### src/rtl/leading_digit_counter_pipe.sv
// Pipelined leading-digit counter for add/subtract normalisation.
// Stage 1 counts per segment; stage 2 combines segments into a total.
module leading_digit_counter_pipe #(
   parameter int W     = 26,
   parameter int CNT_W = 5,
   parameter int SEG   = 8,
   parameter int TAG_W = 8
) (
   input  logic             clk,
   input  logic             rst_n,
   input  logic             in_valid,
   output logic             in_ready,
   input  logic [W-1:0]     data_i,
   input  logic             mode_i,
   input  logic [TAG_W-1:0] tag_i,
   output logic             out_valid,
   input  logic             out_ready,
   output logic [CNT_W-1:0] count_o,
   output logic             all_o,
   output logic [TAG_W-1:0] tag_o
);

   localparam int NSEG = (W + SEG - 1) / SEG;
   localparam int PW   = NSEG * SEG;
   localparam int LAST = W - (NSEG - 1) * SEG;
   localparam int SC_W = $clog2(SEG + 1);

   logic                       s1_valid;
   logic [NSEG-1:0][SC_W-1:0]  s1_cnt;
   logic [NSEG-1:0]            s1_all;
   logic [TAG_W-1:0]           s1_tag;

   logic                       s1_adv;
   logic                       s2_adv;

   logic [PW-1:0]              pad;
   logic [NSEG-1:0][SC_W-1:0]  seg_cnt;
   logic [NSEG-1:0]            seg_all;
   logic                       run;

   logic [CNT_W-1:0]           sum;
   logic                       sum_all;
   logic                       live;

   assign s2_adv   = !out_valid || out_ready;
   assign s1_adv   = !s1_valid || s2_adv;
   assign in_ready = s1_adv;

   // Per-segment leading-ones count; zero padding at the LSB end
   // stops the count inside the short last segment.
   always_comb begin
      pad     = '0;
      seg_cnt = '0;
      seg_all = '0;
      run     = 1'b0;
      pad[PW-1 -: W] = mode_i ? data_i : ~data_i;
      for (int k = 0; k < NSEG; k++) begin
         run = 1'b1;
         for (int j = 0; j < SEG; j++) begin
            if (run && pad[PW-1-k*SEG-j])
               seg_cnt[k] = seg_cnt[k] + SC_W'(1);
            else
               run = 1'b0;
         end
         seg_all[k] = (seg_cnt[k] ==
                       SC_W'(k == NSEG-1 ? LAST : SEG));
      end
   end

   // Sum leading all-ones segments plus the first partial one.
   always_comb begin
      sum     = '0;
      live    = 1'b1;
      sum_all = &s1_all;
      for (int k = 0; k < NSEG; k++) begin
         if (live)
            sum = sum + CNT_W'(s1_cnt[k]);
         if (!s1_all[k])
            live = 1'b0;
      end
   end

   // Stage-1 register: loads only on an accepted operand.
   always_ff @(posedge clk) begin
      if (!rst_n) begin
         s1_valid <= 1'b0;
         s1_cnt   <= '0;
         s1_all   <= '0;
         s1_tag   <= '0;
      end else if (s1_adv) begin
         s1_valid <= in_valid;
         if (in_valid) begin
            s1_cnt <= seg_cnt;
            s1_all <= seg_all;
            s1_tag <= tag_i;
         end
      end
   end

   // Output register: holds while the consumer stalls.
   always_ff @(posedge clk) begin
      if (!rst_n) begin
         out_valid <= 1'b0;
         count_o   <= '0;
         all_o     <= 1'b0;
         tag_o     <= '0;
      end else if (s2_adv) begin
         out_valid <= s1_valid;
         if (s1_valid) begin
            count_o <= sum;
            all_o   <= sum_all;
            tag_o   <= s1_tag;
         end
      end
   end

endmodule
### config.mk
export PLATFORM = sky130hd
export DESIGN_NAME = leading_digit_counter_pipe
export DESIGN_NICKNAME = d
export VERILOG_FILES = /design/src/rtl/leading_digit_counter_pipe.sv
export SDC_FILE = /design/constraint.sdc
export NUM_CORES = 1
export LEC_CHECK = 0
export BUFFER_PORTS_ARGS = -buffer_cell sky130_fd_sc_hd__buf_4
export CORE_AREA = 2 2 89 91
export DETAILED_ROUTE_END_ITERATION = 7
export DIE_AREA = 0 0 91 93
export HOLD_SLACK_MARGIN = 0.08
export PLACE_DENSITY = 0.81
export SYNTH_ARGS = -nofsm -noshare
export SYNTH_HDL_FRONTEND = slang
export SYNTH_SLANG_ARGS = --single-unit
### constraint.sdc
create_clock -name clk -period 5.8 [get_ports clk]
set_clock_uncertainty 0.1 [all_clocks]
set_input_delay 0.87 -clock clk [delete_from_list [all_inputs] [get_ports clk]]
set_output_delay 0.87 -clock clk [all_outputs]
set_load 0.02 [all_outputs]
## Word-level counts from Yosys, hierarchy flattened

Cells that the tools add are included.

- Add/sub/neg operators: 25
- Equality and inequality tests: 4
- Mux-type cells: 55
- Bitwise gates (word level): 1
- Reduce and logical (&&, ||, !) cells: 29

Operators with widths:

| kind | count |
|---|---|
| $add A4 B1 Y4 const B | 21 |
| $mux W4 | 21 |
| $mux W1 | 29 |
| $mux W26 | 1 |
| $not A26 Y26 | 1 |
| $logic_and A1 B1 Y1 | 22 |
| $mux W5 | 3 |
| $eq A4 B4 Y1 const B | 3 |
| $add A5 B4 Y5 | 2 |
| $add A4 B4 Y5 | 1 |
| $eq A4 B2 Y1 const B | 1 |
| $reduce_and A2 Y1 | 2 |
| $reduce_and A4 Y1 | 1 |
| $add A1 B1 Y2 const B | 1 |
| $logic_not A1 Y1 | 2 |
| $logic_or A1 B1 Y1 | 2 |
| $mux W2 | 1 |

- Bits in registers: 44
- Word-level logic and storage cells: 125

## Longest topological paths before layout

Gate-level depths: netlist of the first run.

- Depth after elaboration: 18
- Depth in mapped cells: 24
- Depth with buffers taken out: 20

## Least setup slack after synthesis of the first run

Ideal clock, no wire load.

- Kind: input port to flip-flop
- From: input port mode_i
- To: register s1_all[0]
- Setup time: 95 ps
- Arrival: 4857 ps
- Data required time: 5605 ps
- Path slack: 748 ps
- Stages on the path: 21
- Cells stage by stage: buf_2 > buf_4 > clkbuf_1 > or2_2 > o21bai_1 > ha_1 > a21oi_1 > nor2_1 > ha_1 > inv_1 > mux2_2 > ha_1 > nor3_1 > a21oi_1 > nor3_1 > a311o_1 > a21oi_1 > ha_1 > nor3b_1 > o221ai_1 > a221oi_1

- Longest elaborated chain between the ends: 17
- Elaborated cells between the ends (all ways): 31
- Those cells by class: add/sub: 7; eq/ne: 1; mux: 16; reduce/logical: 7

Ends and longest elaborated chain:

| item | line | source |
|---|---|---|
| start, declared | 14 | `input logic mode_i,` |
| $mux W26 * | 56 | `pad[PW-1 -: W] = mode_i ? data_i : ~data_i;` |
| $mux W1 | 60 | `if (run && pad[PW-1-k*SEG-j])` |
| $add A1 B1 Y2 / $logic_and A1 B1 Y1 (equally long branches) | 61, 60 |  |
| $mux W2 / $mux W1 (equally long branches) | 60 |  |
| $add A4 B1 Y4 / $logic_and A1 B1 Y1 (equally long branches) | 61, 60 |  |
| $mux W4 / $mux W1 (equally long branches) | 60 |  |
| $add A4 B1 Y4 / $logic_and A1 B1 Y1 (equally long branches) | 61, 60 |  |
| $mux W4 / $mux W1 (equally long branches) | 60 |  |
| $add A4 B1 Y4 / $logic_and A1 B1 Y1 (equally long branches) | 61, 60 |  |
| $mux W4 / $mux W1 (equally long branches) | 60 |  |
| $add A4 B1 Y4 / $logic_and A1 B1 Y1 (equally long branches) | 61, 60 |  |
| $mux W4 / $mux W1 (equally long branches) | 60 |  |
| $add A4 B1 Y4 / $logic_and A1 B1 Y1 (equally long branches) | 61, 60 |  |
| $mux W4 / $mux W1 (equally long branches) | 60 |  |
| $add A4 B1 Y4 / $logic_and A1 B1 Y1 (equally long branches) | 61, 60 |  |
| $mux W4 * | 60 |  |
| $eq A4 B4 Y1 * | 65 | `seg_all[k] = (seg_cnt[k] ==` |
| end signal, assigned | 94 | `s1_all <= seg_all;` |
| end, declared | 30 | `logic [NSEG-1:0] s1_all;` |

Mark *: on every way between the ends. The rest lies on a longest branch, timed or not.
A chain may end at the register's enable or synchronous reset.

## Worst setup path after layout of the first run

Ends and elaborated chain as after synthesis.

==> results of run 1 <==
## path summary, 6_finish.rpt
check                            end  slack [ns]                   start
max           s1_all[0]$_SDFFE_PN0P_        0.71                  mode_i
min            tag_o[7]$_SDFFE_PN0P_        0.35  s1_tag[7]$_SDFFE_PN0P_
max reg2reg  count_o[4]$_SDFFE_PN0P_        2.48  s1_cnt[0]$_SDFFE_PN0P_
min reg2reg    tag_o[7]$_SDFFE_PN0P_        0.35  s1_tag[7]$_SDFFE_PN0P_
## through the flow
step | instance area, sq um | cells
detailed placement | 4100 | 628
global route | 4180 | 636
global placement | 4100 | 628
finish | 4180 | 636
CTS | 4180 | 636
floorplan | 3660 | 495
## power by group
part	internal, mW	leakage [nW]	switching, mW
Combinational	0.0910	1.33	0.118
Sequential	0.293	0.335	0.00791
Clock	0.0833	0.0450	0.0933
Total	0.468	1.71	0.219
## area by class of cell
class | count | area share
Tap cell | 102 | 0.0305
Sequential cell | 41 | 0.196
Multi-Input combinational cell | 407 | 0.634
Clock buffer | 6 | 0.0174
Inverter | 23 | 0.0207
Clock inverter | 2 | 0.00239
Timing Repair Buffer | 55 | 0.0988
## layout by cell type (no fill, tap or decap), types with 3 or more instances in the layout
| cell type | count |
|---|---|
| sky130_fd_sc_hd__mux2_2 | 10 |
| sky130_fd_sc_hd__a21oi_1 | 51 |
| sky130_fd_sc_hd__o21ai_0 | 22 |
| sky130_fd_sc_hd__or2_2 | 5 |
| sky130_fd_sc_hd__o31ai_1 | 3 |
| sky130_fd_sc_hd__buf_4 | 55 |
| sky130_fd_sc_hd__clkbuf_8 | 5 |
| sky130_fd_sc_hd__nand4_1 | 3 |
| sky130_fd_sc_hd__and3_1 | 5 |
| sky130_fd_sc_hd__o221ai_1 | 3 |
| sky130_fd_sc_hd__dfxtp_1 | 41 |
| sky130_fd_sc_hd__nor3_1 | 15 |
| sky130_fd_sc_hd__nor2_1 | 36 |
| sky130_fd_sc_hd__xor2_1 | 5 |
| sky130_fd_sc_hd__o21a_1 | 8 |
| sky130_fd_sc_hd__nand2_1 | 69 |
| sky130_fd_sc_hd__xnor2_1 | 13 |
| sky130_fd_sc_hd__o22ai_1 | 6 |
| sky130_fd_sc_hd__nand3_1 | 14 |
| sky130_fd_sc_hd__nand2b_1 | 10 |
| sky130_fd_sc_hd__nor2b_1 | 14 |
| sky130_fd_sc_hd__nor3b_1 | 3 |
| sky130_fd_sc_hd__or3_1 | 5 |
| sky130_fd_sc_hd__a311oi_1 | 3 |
| sky130_fd_sc_hd__inv_1 | 22 |
| sky130_fd_sc_hd__fa_1 | 3 |
| sky130_fd_sc_hd__mux2i_1 | 10 |
| sky130_fd_sc_hd__a211oi_1 | 6 |
| sky130_fd_sc_hd__and2_1 | 11 |
| sky130_fd_sc_hd__ha_1 | 24 |
| sky130_fd_sc_hd__a21o_1 | 4 |
| sky130_fd_sc_hd__o211ai_1 | 5 |
## state kept, by name, indices dropped and copies added (netlist names)
name and count:
all_o 1, count_o 5, s1_cnt 14, s1_valid 1, out_valid 1, s1_tag 8
tag_o 8, s1_all 3
## worst max-delay path, stage by stage
cell and delay, ns:
sky130_fd_sc_hd__buf_4 0.26, sky130_fd_sc_hd__or2_2 0.39, sky130_fd_sc_hd__o21bai_1 0.22, sky130_fd_sc_hd__ha_1 0.26, sky130_fd_sc_hd__a21oi_1 0.22, sky130_fd_sc_hd__nor2_1 0.11, sky130_fd_sc_hd__ha_1 0.33, sky130_fd_sc_hd__inv_1 0.06
sky130_fd_sc_hd__mux2_2 0.27, sky130_fd_sc_hd__ha_1 0.34, sky130_fd_sc_hd__nor3_1 0.08, sky130_fd_sc_hd__a21oi_1 0.11, sky130_fd_sc_hd__nor3_1 0.05, sky130_fd_sc_hd__a311o_1 0.34, sky130_fd_sc_hd__a21oi_1 0.27, sky130_fd_sc_hd__ha_1 0.31
sky130_fd_sc_hd__nor3b_1 0.25, sky130_fd_sc_hd__o221ai_1 0.17, sky130_fd_sc_hd__a221oi_1 0.27
## routing by layer
| metal | vias up | track usage | wire [um] |
|---|---|---|---|
| met5 | - | 0 | 0 |
| met4 | 0 | 0.0556 | 143 |
| met3 | 13 | 0.0298 | 265 |
| met2 | 64 | 0.375 | 4060 |
| met1 | 1669 | 0.242 | 3750 |
| li1 | 1841 | - | - |
## cells by family (layout without fill, tap and decap cells)
| group | after synthesis | count (layout) |
|---|---|---|
| AO/OA/AOI/OAI | 137 | 137 |
| XOR/XNOR | 18 | 18 |
| adder cells (fa/ha/maj) | 27 | 27 |
| flip-flops | 41 | 41 |
| buffers and inverters | 47 | 86 |
| AND/OR/NAND/NOR | 204 | 204 |
| multiplexers | 21 | 21 |
==> run_results.csv, run 1 <==
group,metric,value,unit
outcome,run_status,"finished clean",
synthesis,synth-edff-count,0,
synthesis,postSynthCellCount,495,
timing,fmax,196,MHz
synthesis,syn-cell-area,0.00366,sq mm
synthesis,netlist-cell-type-count,66,
routing,drt_pre_antenna_iters,5,
routing,vias_post_dr,3587,
clock_network,worst_setup_hold_path_clk_slew,0.08,ns
synthesis,largest_family_of_logic_cells_by_synthesized_area,"simple AND/OR/NAND/NOR gates",
floorplan,die_h,93,um
timing,hold_ws,0.353,ns
clock_network,worstSkewPairLatency,0.29,ns
floorplan,ios,55,
power_and_ir_drop,static-leakage-power,1.71,nW
synthesis,yosysWarningCount,0,
synthesis,synthMostInstantiatedCell,"sky130_fd_sc_hd__nand2_1",
layout,layout.filler_cells,723,
layout,drive_gt1_frac,0.167,
synthesis,synth_simple_gate_area_frac,0.280,
synthesis,yosys_most_used_dff,"sky130_fd_sc_hd__dfxtp_1",
synthesis,synth.ff_latch_count,41,
global_route,grt.overflow.total,0,
critical_path,cp_data_arrival_time,5.17,ns
synthesis,sequential_fraction_of_the_synthesis_area,0.224,
layout,area_growth_syn_to_layout,14.2,%
place,detailedPlace.worstSlack,0.464,ns
layout,finalCoreUtilization,0.555,
timing,period_share,0.878,
synthesis,mean_area_per_synthesized_cell,7.39,sq um
synthesis,synth_nets,561,
floorplan,floorplan_row_count,32,
layout,area.sequential,821,sq um
clock_network,holdBufCountCts,0,
critical_path,critical_path_fanout_max,54,
floorplan,dieWidth,91,um
critical_path,worstSetupEndpointType,"flip-flop",
global_route,grt_pass1_wl,14700,um
flow_run,cap_violations,0,
routing,routed_wirelength,8220,um
min_path,whs_path_depth,2,
synthesis,synthXorXnorAreaFrac,0.0431,
power_and_ir_drop,finalPower,0.687,mW
layout,multi_input_comb_area,0.00265,sq mm
min_path,min-delay-path-class,"flip-flop to flip-flop",
synthesis,synth-adder-area-share,0.0985,
critical_path,critPathRequiredTime,5.88,ns
power_and_ir_drop,cellPowerDensity,164,mW/mm^2
synthesis,post-synth-top-area-cell,"sky130_fd_sc_hd__dfxtp_1",
clock_network,numClockSinks,41,
timing,finalWorstPathRequiredPeriod,5.09,ns
routing,initialDrtViolationCount,158,
timing,setup_violations,0,
timing,finalHoldViolations,0,
global_route,global_route.usage.total,0.202,
critical_path,critical_path.startpoint_type,"input port",
place,port_buffers,54,
clock_network,cts_resized,0,
synthesis,synth_top_cells_by_area,"sky130_fd_sc_hd__dfxtp_1 (22%), sky130_fd_sc_hd__ha_1 (8.2%), sky130_fd_sc_hd__a21oi_1 (7.1%), sky130_fd_sc_hd__nand2_1 (7.1%), sky130_fd_sc_hd__nor2_1 (3.7%)",
timing,timing_worst_slew_pin_value,0.920,ns
clock_network,post-cts-setup-buffers,0,
global_route,grt_max_degree,55,
clock_network,clockRootBuffer,"sky130_fd_sc_hd__clkbuf_8",
timing,rsz0062_at_grt,"false",
synthesis,muxShareOfSynthArea,0.0622,
routing,detail_route.vias_per_cell,5.64,
clock_network,clock_path_buffers,2,
layout,num_antenna_cells,0,
routing,antenna_left,0,
critical_path,r2r.worst_path.cells,12,
place,dp.final_hpwl,6310,um
routing,route.detailed.drc,0,
critical_path,critical_path_class,"input port to flip-flop",
timing,final.setup.worst_slack,0.710,ns
floorplan,core-area,0.00753,sq mm
floorplan,initial_core_util,0.486,
clock_network,cts_tree,"done",
clock_network,cts-buffers-inserted,5,
routing,wire_length_per_cell,12.9,um
layout,design.final.nets,599,
global_route,grt_antenna_before_repair,0,
synthesis,synth-async-reset-ratio,0,
synthesis,synth_compound_area_frac,0.239,
timing,timing.max_slew.rel_slack,0.383,
timing,timing_max_transition_violations_final,0,
floorplan,die_area,0.00846,sq mm
power_and_ir_drop,vdd_ir_drop_max,0.0815,mV
place,finalWeightedCongestion,0.959,
synthesis,synthDominantCellAreaShare,0.224,
global_route,first_global_vias,3453,
clock_network,htree_num_levels,2,
timing,setup_tns,0,ns
synthesis,leading_post_synthesis_cells_by_instance_count,"sky130_fd_sc_hd__nand2_1 (69), sky130_fd_sc_hd__a21oi_1 (52), sky130_fd_sc_hd__dfxtp_1 (41), sky130_fd_sc_hd__nor2_1 (36), sky130_fd_sc_hd__ha_1 (24)",
Note: power is estimated with default switching activity, not from simulation.
==> run 2, diff against run 1 <==
Settings changed: PLACE_DENSITY 0.81 to 0.72.
==> run 2 against run 1 <==
Against the previous run: wire length barely moved; largest power group unchanged; highest routed layer unchanged; sequential power barely moved; utilization rose by 0.18 points.
==> run_results.csv, run 2 (same netlist as run 1, synthesis figures left out) <==
group,metric,value,unit
power_and_ir_drop,cellPowerDensity,174,mW/mm^2
clock_network,post-cts-setup-buffers,0,
layout,final_cell_mix,"sky130_fd_sc_hd__nand2_1 (69), sky130_fd_sc_hd__buf_4 (54), sky130_fd_sc_hd__a21oi_1 (51), sky130_fd_sc_hd__dfxtp_1 (41), sky130_fd_sc_hd__nor2_1 (36)",
timing,finalWorstPathRequiredPeriod,5.15,ns
routing,wl_met1,3810,um
routing,topRoutingLayerUsed,"met4",
routing,wl_met3,299,um
timing,setup_tns,0,ns
routing,detail_route.vias_per_cell,5.62,
layout,num_antenna_cells,0,
layout,drive_gt1_frac,0.165,
power_and_ir_drop,internal_power,0.509,mW
critical_path,worstSetupEndpointType,"flip-flop",
clock_network,cts_resized,0,
power_and_ir_drop,power.net_switching,0.221,mW
routing,antenna_left,0,
routing,initialDrtViolationCount,119,
global_route,grt.overflow.total,0,
clock_network,numClockSinks,41,
global_route,global_route.usage.total,0.200,
place,finalWeightedCongestion,0.877,
timing,setup_violations,0,
layout,finalCoreUtilization,0.557,
routing,routed_wirelength,8220,um
clock_network,cts_tree,"done",
layout,largest-register,"s1_cnt",
critical_path,cp_data_arrival_time,5.23,ns
timing,fmax,194,MHz
floorplan,core-area,0.00753,sq mm
power_and_ir_drop,finalPower,0.730,mW
clock_network,worst_setup_hold_path_clk_slew,0.08,ns
power_and_ir_drop,vdd_ir_drop_max,0.135,mV
critical_path,critical_path_class,"input port to flip-flop",
clock_network,holdBufCountCts,0,
critical_path,crit_path_cell_trace,"buf_4 > nand2_1 > a21oi_1 > o21bai_1 > ha_1 > a21oi_1 > nor2_1 > ha_1 > inv_1 > mux2_2 > ha_1 > nor3_1 > a21oi_1 > nor3_1 > a311o_1 > a21oi_1 > ha_1 > nor3b_1 > o221ai_1 > a221oi_1",
floorplan,ios,55,
floorplan,die_h,93,um
floorplan,dieWidth,91,um
routing,wire_length_per_cell,13.0,um
timing,timing_worst_slew_pin_value,1.04,ns
layout,largest_register_ffs,14,
min_path,whs_path_depth,2,
routing,route.detailed.drc,0,
floorplan,die_area,0.00846,sq mm
clock_network,htree_num_levels,2,
critical_path,critical_path.startpoint_type,"input port",
timing,timing_max_transition_violations_final,0,
outcome,run_status,"finished clean",
critical_path,critPathRequiredTime,5.88,ns
critical_path,critical-path-max-stage-delay,0.40,ns
layout,largest_registers_ranked_by_flip_flop_count,"s1_cnt (14), s1_tag (8), tag_o (8)",
clock_network,clockRootBuffer,"sky130_fd_sc_hd__clkbuf_8",
routing,vias_post_dr,3566,
global_route,grt_pass1_wl,14300,um
place,dp.final_hpwl,6340,um
critical_path,cp_slowest_cell,"sky130_fd_sc_hd__buf_4",
timing,period_share,0.888,
timing,timing.max_slew.rel_slack,0.304,
layout,area_growth_syn_to_layout,14.6,%
clock_network,cts-buffers-inserted,5,
layout,multi_input_comb_area,0.00265,sq mm
power_and_ir_drop,clock_power_share,0.303,
clock_network,clock_path_buffers,2,
global_route,grt_max_degree,55,
critical_path,r2r.worst_path.cells,11,
critical_path,critical_path_fanout_max,54,
layout,layout.filler_cells,754,
routing,drt_pre_antenna_iters,4,
clock_network,worstSkewPairLatency,0.30,ns
layout,design.final.nets,598,
power_and_ir_drop,power.switching_fraction,0.303,
routing,routed-wl-met2,3990,um
power_and_ir_drop,combPwrFrac,0.284,
flow_run,cap_violations,0,
min_path,min-delay-path-class,"flip-flop to flip-flop",
timing,rsz0062_at_grt,"false",
global_route,first_global_vias,3338,
floorplan,floorplan_row_count,32,
timing,hold_ws,0.353,ns
layout,layout.cells.most_common,"sky130_fd_sc_hd__nand2_1",
power_and_ir_drop,static-leakage-power,1.72,nW
place,port_buffers,54,
global_route,grt_antenna_before_repair,0,
floorplan,initial_core_util,0.486,
layout,area.sequential,821,sq um
timing,finalHoldViolations,0,
power_and_ir_drop,power.sequential.fraction,0.413,
## run 2: cell count changes in the layout (fill, tap and decap cells not counted)
| cell | change |
|---|---|
| sky130_fd_sc_hd__buf_4 | -1 |
| sky130_fd_sc_hd__bufinv_16 | +1 |
| sky130_fd_sc_hd__clkinv_2 | -1 |
| sky130_fd_sc_hd__clkbuf_1 | -1 |
## run 2: path summary, 6_finish.rpt
| path | start | to | slack, ns |
|---|---|---|---|
| setup / recovery | mode_i | s1_all[0]$_SDFFE_PN0P_ | 0.65 |
| hold / removal | s1_tag[7]$_SDFFE_PN0P_ | tag_o[7]$_SDFFE_PN0P_ | 0.35 |
| setup reg to reg | s1_cnt[0]$_SDFFE_PN0P_ | count_o[1]$_SDFFE_PN0P_ | 2.46 |
| hold reg to reg | s1_tag[7]$_SDFFE_PN0P_ | tag_o[7]$_SDFFE_PN0P_ | 0.35 |
## run 2: worst max-delay path, delay by kind of cell
kind,cells,cell delay (ns)
fa+ha+maj,4,1.23
compound gates,8,1.74
simple gates,5,0.66
mux,1,0.26
buf+inv,2,0.46
## run 2: cell type report
cell class	instances	area share
clock buffers	5	0.0164
flip-flops and latches	41	0.196
inverters	23	0.0206
clock inverters	2	0.00835
multi-input cells	407	0.632
well taps	102	0.0304
repair buffers	54	0.0967
## run 2: per-stage QoR
stage / cell area, sq um / cells / setup slack (ns)
2_1_floorplan: 3660 / 495 / 0.748
3_3_place_gp: 4090 / 627 / 0.699
3_5_place_dp: 4090 / 627 / 0.411
4_1_cts: 4190 / 634 / 0.696
5_1_grt: 4190 / 634 / 0.152
6_report: 4190 / 634 / 0.650
## run 2: metal layers
metal / vias to the layer above / track usage
li1: 1838 / -
met1: 1644 / 0.241
met2: 72 / 0.372
met3: 12 / 0.0290
met4: 0 / 0.0518
met5: - / 0
## run 2: power by group through the flow
stage          Sequential, mW  Clock (mW)  Combinational, mW
6_report                0.301       0.221              0.208
5_1_grt                 0.303       0.239              0.235
4_1_cts                 0.301       0.226              0.208
3_5_place_dp            0.308           0              0.207
3_3_place_gp            0.307           0              0.200
2_1_floorplan           0.310           0              0.143
